### src/rtl/pwm_reg_commit_ctrl.sv
// pwm_reg_commit_ctrl
// Takes decoded SPI write frames and stages them in shadow registers. All
// staged registers are copied to the active PWM configuration registers
// together in one cycle, so the PWM generator never sees a half-updated
// configuration.
//
// Build option: PWM_SYNC_COMMIT_EN
//   defined   - commits wait for the next period_end pulse
//   undefined - each valid frame is committed right after it is checked;
//               period_end is unused
//
// Ports:
//   clk, rst_n          clock, asynchronous active-low reset
//   wr_valid/wr_ready   frame handshake from the SPI frontend
//   wr_rw               1 = write, 0 = read (reads are dropped)
//   wr_addr, wr_data    register address and data of the frame
//   period_end          one-cycle pulse on the last clk of a PWM period
//   en_out_7_0 .. pwm_duty  active registers 0x00 .. 0x04
//   pending             at least one staged register awaits commit
//   commit_pulse        high in the cycle the active registers load
//   err_pulse           high in the cycle a frame is dropped
//   drop_count          saturating count of dropped frames
//
// The five active-register ports assume MAX_ADDR >= 4.
module pwm_reg_commit_ctrl #(
  parameter int ADDR_W   = 7,
  parameter int DATA_W   = 8,
  parameter int MAX_ADDR = 4
) (
  input  logic              clk,
  input  logic              rst_n,
  input  logic              wr_valid,
  output logic              wr_ready,
  input  logic              wr_rw,
  input  logic [ADDR_W-1:0] wr_addr,
  input  logic [DATA_W-1:0] wr_data,
  input  logic              period_end,
  output logic [DATA_W-1:0] en_out_7_0,
  output logic [DATA_W-1:0] en_out_15_8,
  output logic [DATA_W-1:0] en_pwm_7_0,
  output logic [DATA_W-1:0] en_pwm_15_8,
  output logic [DATA_W-1:0] pwm_duty,
  output logic              pending,
  output logic              commit_pulse,
  output logic              err_pulse,
  output logic [7:0]        drop_count
);

  localparam int NREG = MAX_ADDR + 1;

  typedef enum logic [1:0] {IDLE, CHECK, STAGED, COMMIT} state_t;

  state_t state_q, state_d;

  logic              fb_rw;
  logic [ADDR_W-1:0] fb_addr;
  logic [DATA_W-1:0] fb_data;
  logic              frame_pend_q;
  logic [NREG-1:0]   dirty_q;
  logic [DATA_W-1:0] shadow_q [NREG];
  logic [DATA_W-1:0] active_q [NREG];
  logic [7:0]        drop_count_q;

  logic frame_ok;
  logic latch_frame;
  logic set_pend;
  logic stage_wr;
  logic commit_req;

  // Full-width unsigned compare, so e.g. 0x7F is rejected.
  assign frame_ok = fb_rw && (fb_addr <= ADDR_W'(MAX_ADDR));

`ifdef PWM_SYNC_COMMIT_EN
  logic pe_seen_q;

  // A period_end that lands while a frame is being checked is remembered
  // so the commit it asked for is not lost.
  assign commit_req = period_end || pe_seen_q;

  // pe_seen is only meaningful while staging; IDLE has nothing to commit.
  always_ff @(posedge clk or negedge rst_n) begin
    if (!rst_n) begin
      pe_seen_q <= 1'b0;
    end else if (state_q == CHECK && period_end) begin
      pe_seen_q <= 1'b1;
    end else if (state_q == IDLE || (state_q == STAGED && commit_req)) begin
      pe_seen_q <= 1'b0;
    end
  end
`else
  logic unused_period_end;

  // STAGED is unreachable here; commit anything found there immediately.
  assign commit_req        = 1'b1;
  assign unused_period_end = period_end;
`endif

  // Next-state and Moore outputs. wr_ready depends only on the state.
  always_comb begin
    state_d      = state_q;
    wr_ready     = 1'b0;
    err_pulse    = 1'b0;
    commit_pulse = 1'b0;
    latch_frame  = 1'b0;
    set_pend     = 1'b0;
    stage_wr     = 1'b0;
    unique case (state_q)
      IDLE: begin
        wr_ready = 1'b1;
        if (wr_valid) begin
          latch_frame = 1'b1;
          state_d     = CHECK;
        end
      end
      CHECK: begin
        if (frame_ok) begin
          stage_wr = 1'b1;
`ifdef PWM_SYNC_COMMIT_EN
          state_d  = STAGED;
`else
          state_d  = COMMIT;
`endif
        end else begin
          err_pulse = 1'b1;
          state_d   = (|dirty_q) ? STAGED : IDLE;
        end
      end
      STAGED: begin
        wr_ready = 1'b1;
        if (commit_req) begin
          // The commit wins; a frame accepted in this same cycle is parked
          // and checked after the commit so it is not part of it.
          state_d = COMMIT;
          if (wr_valid) begin
            latch_frame = 1'b1;
            set_pend    = 1'b1;
          end
        end else if (wr_valid) begin
          latch_frame = 1'b1;
          state_d     = CHECK;
        end
      end
      COMMIT: begin
        commit_pulse = 1'b1;
        state_d      = frame_pend_q ? CHECK : IDLE;
      end
    endcase
  end

  // State, frame buffer, shadow/active registers and drop counter.
  always_ff @(posedge clk or negedge rst_n) begin
    if (!rst_n) begin
      state_q      <= IDLE;
      fb_rw        <= 1'b0;
      fb_addr      <= '0;
      fb_data      <= '0;
      frame_pend_q <= 1'b0;
      dirty_q      <= '0;
      drop_count_q <= '0;
      for (int i = 0; i < NREG; i++) begin
        shadow_q[i] <= '0;
        active_q[i] <= '0;
      end
    end else begin
      state_q <= state_d;
      if (latch_frame) begin
        fb_rw   <= wr_rw;
        fb_addr <= wr_addr;
        fb_data <= wr_data;
      end
      if (set_pend) begin
        frame_pend_q <= 1'b1;
      end else if (commit_pulse) begin
        frame_pend_q <= 1'b0;
      end
      if (err_pulse && drop_count_q != 8'hFF) begin
        drop_count_q <= drop_count_q + 8'd1;
      end
      // Only dirty registers are copied; clean ones keep their value.
      for (int i = 0; i < NREG; i++) begin
        if (stage_wr && fb_addr == ADDR_W'(i)) begin
          shadow_q[i] <= fb_data;
          dirty_q[i]  <= 1'b1;
        end
        if (commit_pulse && dirty_q[i]) begin
          active_q[i] <= shadow_q[i];
        end
      end
      if (commit_pulse) begin
        dirty_q <= '0;
      end
    end
  end

  assign pending     = |dirty_q;
  assign drop_count  = drop_count_q;
  assign en_out_7_0  = active_q[0];
  assign en_out_15_8 = active_q[1];
  assign en_pwm_7_0  = active_q[2];
  assign en_pwm_15_8 = active_q[3];
  assign pwm_duty    = active_q[4];

endmodule

### config.mk
export PLATFORM = sky130hd
export DESIGN_NAME = pwm_reg_commit_ctrl
export DESIGN_NICKNAME = d
export VERILOG_FILES = /design/src/rtl/pwm_reg_commit_ctrl.sv
export SDC_FILE = /design/constraint.sdc
export NUM_CORES = 1
export LEC_CHECK = 0
export BUFFER_PORTS_ARGS = -buffer_cell sky130_fd_sc_hd__buf_2
export CELL_PAD_IN_SITES_DETAIL_PLACEMENT = 0
export CELL_PAD_IN_SITES_GLOBAL_PLACEMENT = 1
export CORE_MARGIN = 8
export CORE_UTILIZATION = 50
export DETAILED_ROUTE_END_ITERATION = 7
export GPL_TIMING_DRIVEN = 0
export PLACE_DENSITY_LB_ADDON = 0.1
export SYNTH_ARGS = -nofsm -noshare
export SYNTH_HDL_FRONTEND = slang
export SYNTH_SLANG_ARGS = --single-unit
### constraint.sdc
create_clock -name clk -period 5.36 [get_ports clk]
set_input_delay 1.072 -clock clk [delete_from_list [all_inputs] [get_ports clk]]
set_output_delay 1.072 -clock clk [all_outputs]
set_load 0.01 [all_outputs]
==> results_tabular.tex, run 1 <==
\begin{tabular}{lr}
\hline
Metric & Value \\
\hline
\multicolumn{2}{l}{\textbf{Clock network}} \\
\quad Clock-pin slew reported for the worst setup and hold paths after clock tree synthesis & 0.11 ns \\
\quad Clock tree from TritonCTS & built \\
\quad Latest clock arrival within the worst-skew pair & 0.36 ns \\
\quad Buffer cell driving the clock tree root & sky130\_fd\_sc\_hd\_\_clkbuf\_8 \\
\quad Sinks on Clock Net & 112 \\
\quad Hold\_buf cts & 0 \\
\quad \# Post-CTS Setup Buffers & 0 \\
\quad CTS Buf Count & 9 \\
\quad Maximum clock path buffer count & 2 \\
\quad Resized cells post-CTS & 0 \\
\quad H-tree depth reported by CTS & 3 \\
\multicolumn{2}{l}{\textbf{Worst hold path}} \\
\quad Worst hold stages & 1 \\
\quad HP Class & flip-flop to flip-flop \\
\multicolumn{2}{l}{\textbf{Layout}} \\
\quad Fraction of layout instances using a drive strength above 1 & 53.68\% \\
\quad Cell Count, Final, Fillers Out & 475 \\
\quad Post-route core utilization & 59.10\% \\
\quad Count of nets after finishing & 383 \\
\quad Final design instance area without fill & 5079 sq um \\
\quad Ant diodes & 0 \\
\quad Syn-to-layout area delta & 16.67\% \\
\quad FILL cells & 706 \\
\multicolumn{2}{l}{\textbf{Floorplan}} \\
\quad Core ar. & 8593 sq um \\
\quad Placement row count & 34 \\
\quad Vert. Die Dim & 109.3 um \\
\quad I/O pin count & 72 \\
\quad Die Footprint & 11950 sq um \\
\quad Width of the die & 109.3 um \\
\quad Starting utilization of the core area & 50.66\% \\
\multicolumn{2}{l}{\textbf{STA}} \\
\quad Remaining max-slew budget at the tightest pin & 54.56\% \\
\quad Top achievable clock speed & 0.3284 GHz \\
\quad RSZ-0062 raised after global routing & no \\
\quad Minimum hold slack & 0.5052 ns \\
\quad Final-report max-slew violation count & 0 \\
\quad Clock Skews & 0.01255 ns \\
\quad Final period util & 56.81\% \\
\quad Least setup slack across all paths after layout & 2.315 ns \\
\quad Number of hold violations in the final report & 0 \\
\quad \# setup viols final & 0 \\
\quad Min Clock Period, post-route & 3.045 ns \\
\quad Worst-Margin Slew & 0.6765 ns \\
\quad Total negative slack & 0 ns \\
\multicolumn{2}{l}{\textbf{Yosys}} \\
\quad Synthesis warning total & 0 \\
\quad Post-synth top flop & sky130\_fd\_sc\_hd\_\_dfrtp\_1 \\
\quad Unique cell type count in the Yosys netlist & 35 \\
\quad Number of enable flip-flop cells after synthesis & 0 \\
\quad Number of nets in the synthesized netlist & 301 \\
\quad Dominant cell type by area after synthesis & sky130\_fd\_sc\_hd\_\_dfrtp\_1 \\
\quad Top cells by count, synth & sky130\_fd\_sc\_hd\_\_dfrtp\_1 (112), sky130\_fd\_sc\_hd\_\_mux2\_2 (97), sky130\_fd\_sc\_hd\_\_nand2\_1 (17) \\
\quad Synthesized cell area & 4353 sq um \\
\quad Proportion of synthesized chip area in sequential cells & 64.39\% \\
\quad Mean instance size in the synthesized netlist & 15.55 sq um \\
\quad Top-area cell type share of the netlist area & 64.39\% \\
\quad FFs w/ async S/R, synth & 100.0\% \\
\quad Leading cell types by total area after synthesis & sky130\_fd\_sc\_hd\_\_dfrtp\_1 (64\%), sky130\_fd\_sc\_hd\_\_mux2\_2 (25\%), sky130\_fd\_sc\_hd\_\_nand2\_1 (1.5\%) \\
\quad Most frequent cell after synthesis & sky130\_fd\_sc\_hd\_\_dfrtp\_1 \\
\quad Seq cells post-synth & 112 \\
\quad Gate count after technology mapping & 280 \\
\multicolumn{2}{l}{\textbf{Run status}} \\
\quad Outcome & complete, no violations \\
\multicolumn{2}{l}{\textbf{GRT}} \\
\quad Global route overflow & 0 \\
\quad Number of global-route vias before repair & 2616 \\
\quad Global-route wire length before repair & 13.39 mm \\
\quad Overall track demand over capacity in global routing & 14.71\% \\
\quad Pin count of the biggest net entering global routing & 66 \\
\quad Number of antenna violations at the first check in global routing & 0 \\
\multicolumn{2}{l}{\textbf{Worst setup path}} \\
\quad Worst path bufs/invs & 2 \\
\quad Critical path depth & 4 \\
\quad CP max stage delay & 0.59 ns \\
\quad Slowest cell on the critical path & sky130\_fd\_sc\_hd\_\_or4b\_4 \\
\quad CP endpoint kind & output port \\
\quad Critical-path cell list & or4b\_4 > o311a\_1 > buf\_6 > buf\_2 \\
\quad Maximum fanout count along the critical path & 9 \\
\quad Element type at the critical path start & flip-flop \\
\quad Cell depth of the worst flop-to-flop path & 3 \\
\quad Critical setup path kind & flip-flop to output port \\
\quad Crit-path leading delay family & simple AND/OR/NAND/NOR gates \\
\quad Arrival time of the worst setup path & 1.97 ns \\
\quad Data required time of the worst path & 4.29 ns \\
\multicolumn{2}{l}{\textbf{Power and ir drop}} \\
\quad Power per cell area & 449.5 nW/um\^{}2 \\
\quad Static power due to leakage & 2.731 nW \\
\quad Overall power of the completed layout & 2.283 mW \\
\quad Maximum VDD drop & 0.0002307 V \\
\multicolumn{2}{l}{\textbf{Route}} \\
\quad Vias & 2512 \\
\quad Post-DR vias/cell & 5.288 \\
\quad Remaining design rule violation count & 0 \\
\quad Average routed wire per standard cell & 17.33 um \\
\quad DRT Pass-1 Iters & 4 \\
\quad Violation count after the first detailed-routing iteration & 85 \\
\quad Final ANT Viol Nets & 0 \\
\quad Overall routed net length & 8.230 mm \\
\multicolumn{2}{l}{\textbf{Placement}} \\
\quad Weighted congestion at the end of routability-driven global placement & 0.7411 \\
\quad Post-placement cell count & 459 \\
\quad Area post-placement & 4868 sq um \\
\quad Count of input and output buffers & 70 \\
\quad Worst setup slack before clock tree synthesis & 2.654 ns \\
\quad Dpl hpwl & 5.770 mm \\
\multicolumn{2}{l}{\textbf{Run}} \\
\quad Number of max-capacitance violations reported & 0 \\
\hline
\end{tabular}
[sequential cells by signal (all words and copies together) (netlist names), named ones only]
signal        cells
pwm_duty          8
shadow_q         40
fb_addr           7
drop_count        8
dirty_q           5
state_q           1
fb_rw             1
frame_pend_q      1
en_out_15_8       8
en_pwm_15_8       8
en_pwm_7_0        8
en_out_7_0        8
fb_data           8
[path summary, 6_finish.rpt]
path	start	to	slack [ns]
setup / recovery	fb_addr[6]	err_pulse	2.32
hold / removal	shadow_q[7]	pwm_duty[7]	0.51
setup reg to reg	fb_addr[6]	shadow_q[7]	3.25
hold reg to reg	shadow_q[7]	pwm_duty[7]	0.51
max in group asynchronous	rst_n	fb_addr[5]	3.93
min in group asynchronous	rst_n	en_out_15_8[1]	0.70
[cell type report]
type | count | area, sq um | share of cell area (%)
flip-flops and latches | 112 | 2803 | 55.19
well taps | 108 | 135.1 | 2.661
clock buffers | 10 | 137.6 | 2.710
inverters | 4 | 15.01 | 0.2956
multi-input cells | 160 | 1509 | 29.71
plain buffers | 4 | 26.28 | 0.5174
repair buffers | 71 | 380.4 | 7.490
clock inverters | 6 | 72.57 | 1.429
[layout by cell type, fill, tap and decap left out, types with 3 or more instances in the layout]
master	instances
sky130_fd_sc_hd__dfrtp_1	112
sky130_fd_sc_hd__mux2_2	97
sky130_fd_sc_hd__buf_2	69
sky130_fd_sc_hd__nand2_1	17
sky130_fd_sc_hd__clkbuf_8	10
sky130_fd_sc_hd__nor2_1	5
sky130_fd_sc_hd__nor3_1	5
sky130_fd_sc_hd__inv_1	3
sky130_fd_sc_hd__nand3_1	3
sky130_fd_sc_hd__xnor2_1	3
[layer usage]
metal  GRT usage, %  share of wire (%)  wire [um]
met5              0                  0          0
met4          5.207                1.5        126
met3          3.400                5.3        433
met2          23.09                 47       3831
met1          19.69                 47       3838
[logic make-up (layout without fill, tap and decap cells)]
family	count (synthesis)	in the layout	share of synthesized area, %
flip-flops	112	112	64.39
multiplexers	98	98	25.44
AND/OR/NAND/NOR	47	47	6.525
AO/OA/AOI/OAI	9	9	1.408
buffers and inverters	8	95	0.9483
XOR/XNOR	5	5	1.006
adder cells (fa/ha/maj)	1	1	0.2874
[power breakdown]
part	total, mW	internal (mW)	switching, mW
Sequential	1.28	1.07	0.217
Clock	0.522	0.236	0.286
Combinational	0.478	0.274	0.203
Total	2.28	1.58	0.706
No activity file was read; power rests on OpenSTA's default activity.
==> run 2, diff against run 1 <==
--- a/config.mk
+++ b/config.mk
@@ -9,7 +9,7 @@
 export CELL_PAD_IN_SITES_DETAIL_PLACEMENT = 0
 export CELL_PAD_IN_SITES_GLOBAL_PLACEMENT = 1
 export CORE_MARGIN = 8
-export CORE_UTILIZATION = 50
+export CORE_UTILIZATION = 42
 export DETAILED_ROUTE_END_ITERATION = 7
 export GPL_TIMING_DRIVEN = 0
 export PLACE_DENSITY_LB_ADDON = 0.1
==> constraint.sdc (replaced) <==
create_clock -name clk -period 2.8 [get_ports clk]
set_input_delay 0.56 -clock clk [delete_from_list [all_inputs] [get_ports clk]]
set_output_delay 0.56 -clock clk [all_outputs]
set_load 0.01 [all_outputs]
==> run 2 against run 1 <==
  * Die area rose by 16%
  * Final cell count rose by 5.7%
  * Utilization shrank 9.0 points
  * Sequential share of layout area fell by 0.28 points
  * Hold slack got worse by 0.32 ns
  * Sequential cell count is the same
  * Via count is 1.7% lower
  * Wire length is 4.7% higher
  * Critical path type unchanged
  * Largest cell class unchanged
  * Largest power group unchanged
==> results_tabular.tex, run 2 (same netlist as run 1, synthesis figures left out) <==
\begin{tabular}{lr}
\hline
Metric & Value \\
\hline
\multicolumn{2}{l}{\textbf{Floorplan}} \\
\quad I/O pin count & 72 (unchanged) \\
\quad Die Footprint & 13880 sq um (was 11950 sq um) \\
\quad Width of the die & 117.8 um (was 109.3 um) \\
\quad Vert. Die Dim & 117.8 um (was 109.3 um) \\
\quad Placement row count & 37 (was 34) \\
\quad Starting utilization of the core area & 42.74\% (was 50.66\%) \\
\quad Core ar. & 10180 sq um (was 8593 sq um) \\
\multicolumn{2}{l}{\textbf{STA}} \\
\quad Least setup slack across all paths after layout & 0.2535 ns (was 2.315 ns) \\
\quad Final-report max-slew violation count & 0 (unchanged) \\
\quad Top achievable clock speed & 0.3927 GHz \\
\quad Remaining max-slew budget at the tightest pin & 55.65\% (was 54.56\%) \\
\quad \# setup viols final & 0 (unchanged) \\
\quad Total negative slack & 0 ns (unchanged) \\
\quad Worst-Margin Slew & 0.6603 ns (was 0.6765 ns) \\
\quad RSZ-0062 raised after global routing & no (unchanged) \\
\quad Minimum hold slack & 0.1865 ns (was 0.5052 ns) \\
\quad Number of hold violations in the final report & 0 (unchanged) \\
\quad Final period util & 90.95\% \\
\quad Clock Skews & 0.01578 ns (was 0.01255 ns) \\
\quad Min Clock Period, post-route & 2.546 ns \\
\multicolumn{2}{l}{\textbf{Layout}} \\
\quad Register name with the most flops & shadow\_q (unchanged) \\
\quad Highest-count cells in the layout ignoring fill and taps & sky130\_fd\_sc\_hd\_\_dfrtp\_1 (112), sky130\_fd\_sc\_hd\_\_mux2\_2 (97), sky130\_fd\_sc\_hd\_\_buf\_2 (69), sky130\_fd\_sc\_hd\_\_nand2\_1 (17), sky130\_fd\_sc\_hd\_\_clkbuf\_8 (10) (unchanged) \\
\quad Ant diodes & 0 (unchanged) \\
\quad Count of nets after finishing & 383 (unchanged) \\
\quad Cell Count, Final, Fillers Out & 502 (was 475) \\
\quad Largest register FFs & 40 (unchanged) \\
\quad FILL cells & 954 (was 706) \\
\quad Post-route core utilization & 50.12\% (was 59.10\%) \\
\quad Most common cell after layout, fill and taps aside & sky130\_fd\_sc\_hd\_\_dfrtp\_1 (unchanged) \\
\quad Final design instance area without fill & 5105 sq um (was 5079 sq um) \\
\quad Fraction of layout instances using a drive strength above 1 & 53.55\% (was 53.68\%) \\
\quad Syn-to-layout area delta & 17.28\% (was 16.67\%) \\
\multicolumn{2}{l}{\textbf{Placement}} \\
\quad Count of input and output buffers & 70 (unchanged) \\
\quad Worst setup slack before clock tree synthesis & 0.5988 ns (was 2.654 ns) \\
\quad Post-placement cell count & 487 (was 459) \\
\quad Dpl hpwl & 6.013 mm (was 5.770 mm) \\
\quad Area post-placement & 4903 sq um (was 4868 sq um) \\
\quad Weighted congestion at the end of routability-driven global placement & 0.6523 (was 0.7411) \\
\multicolumn{2}{l}{\textbf{Clock network}} \\
\quad Clock tree from TritonCTS & built (unchanged) \\
\quad Maximum clock path buffer count & 2 (unchanged) \\
\quad H-tree depth reported by CTS & 3 (unchanged) \\
\quad CTS Buf Count & 9 (unchanged) \\
\quad Clock-pin slew reported for the worst setup and hold paths after clock tree synthesis & 0.10 ns (was 0.11 ns) \\
\quad Buffer cell driving the clock tree root & sky130\_fd\_sc\_hd\_\_clkbuf\_8 (unchanged) \\
\quad Sinks on Clock Net & 112 (unchanged) \\
\quad \# Post-CTS Setup Buffers & 0 (unchanged) \\
\quad Hold\_buf cts & 0 (unchanged) \\
\quad Resized cells post-CTS & 0 (unchanged) \\
\quad Latest clock arrival within the worst-skew pair & 0.37 ns (was 0.36 ns) \\
\multicolumn{2}{l}{\textbf{Route}} \\
\quad Remaining design rule violation count & 0 (unchanged) \\
\quad Final ANT Viol Nets & 0 (unchanged) \\
\quad Average routed wire per standard cell & 17.16 um (was 17.33 um) \\
\quad Vias & 2470 (was 2512) \\
\quad Post-DR vias/cell & 4.920 (was 5.288) \\
\quad DRT Pass-1 Iters & 6 (was 4) \\
\quad Overall routed net length & 8.615 mm (was 8.230 mm) \\
\quad Violation count after the first detailed-routing iteration & 100 (was 85) \\
\multicolumn{2}{l}{\textbf{GRT}} \\
\quad Number of global-route vias before repair & 2647 (was 2616) \\
\quad Global-route wire length before repair & 14.18 mm (was 13.39 mm) \\
\quad Pin count of the biggest net entering global routing & 69 (was 66) \\
\quad Global route overflow & 0 (unchanged) \\
\quad Number of antenna violations at the first check in global routing & 0 (unchanged) \\
\quad Overall track demand over capacity in global routing & 12.85\% (was 14.71\%) \\
\multicolumn{2}{l}{\textbf{Worst setup path}} \\
\quad Element type at the critical path start & flip-flop (unchanged) \\
\quad Maximum fanout count along the critical path & 9 (unchanged) \\
\quad CP max stage delay & 0.59 ns (about the same) \\
\quad Arrival time of the worst setup path & 1.99 ns (was 1.97 ns) \\
\quad CP endpoint kind & output port (unchanged) \\
\quad Slowest cell on the critical path & sky130\_fd\_sc\_hd\_\_or4b\_4 (unchanged) \\
\quad Data required time of the worst path & 2.24 ns (was 4.29 ns) \\
\quad Critical-path cell list & or4b\_4 > o311a\_1 > buf\_6 > buf\_2 (unchanged) \\
\quad Critical setup path kind & flip-flop to output port (unchanged) \\
\multicolumn{2}{l}{\textbf{Power and ir drop}} \\
\quad Static power due to leakage & 2.721 nW (was 2.731 nW) \\
\quad Maximum VDD drop & 0.0004488 V (was 0.0002307 V) \\
\quad Power per cell area & 855.2 nW/um\^{}2 (was 449.5 nW/um\^{}2) \\
\quad Overall power of the completed layout & 4.366 mW (was 2.283 mW) \\
\multicolumn{2}{l}{\textbf{Run}} \\
\quad Number of max-capacitance violations reported & 0 (unchanged) \\
\multicolumn{2}{l}{\textbf{Worst hold path}} \\
\quad HP Class & primary input to async pin (was flip-flop to flip-flop) \\
\multicolumn{2}{l}{\textbf{Run status}} \\
\quad Outcome & complete, no violations (unchanged) \\
\hline
\end{tabular}
run 2: cell count changes in the layout (fill, tap and decap cells not counted):
cell / previous run / this run
sky130_fd_sc_hd__clkinv_2: 1 / 0
sky130_fd_sc_hd__inv_8: 1 / 0
sky130_fd_sc_hd__clkinvlp_4: 0 / 1
run 2: per-layer routing:
layer	wire [um]	GRT usage, %
met5	0	0
met4	83	3.843
met3	411	4.029
met2	4122	20.36
met1	3997	16.50
run 2: path summary, 6_finish.rpt:
path / startpoint / end / slack, ns / cells past startpoint
worst max-delay path: fb_addr[6] / err_pulse / 0.25 / 4
worst min-delay path: rst_n / en_out_15_8[1] / 0.19 / 1
worst max register to register: fb_addr[6] / shadow_q[8] / 0.68 / 5
worst min register to register: en_pwm_7_0[1] / en_pwm_7_0[1] / 0.51 / 1
max in group asynchronous: rst_n / fb_data[4] / 1.87 / 2
min in group clk: wr_addr[6] / fb_addr[6] / 0.42 / 2
run 2: final cells by class:
class | instances | area, sq um | area share [%]
inverter | 4 | 15.01 | 0.2941
clock inverter | 5 | 63.81 | 1.250
multi-input combinational | 160 | 1509 | 29.56
sequential | 112 | 2803 | 54.90
timing repair buffer | 71 | 380.4 | 7.451
tap | 136 | 170.2 | 3.333
clock buffer | 10 | 137.6 | 2.696
buffer | 4 | 26.28 | 0.5147
run 2: worst max-delay path, delay by kind of cell (launching register included):
family,cells,cell delay [ns]
compound gates,1,0.36
buf+inv,2,0.28
flops,1,0.39
simple gates,1,0.59
run 2: power by group:
part           switching, mW  total, mW  internal (mW)
clock                  0.533      0.975          0.442
sequential             0.428       2.47           2.04
combinational          0.397      0.921          0.525
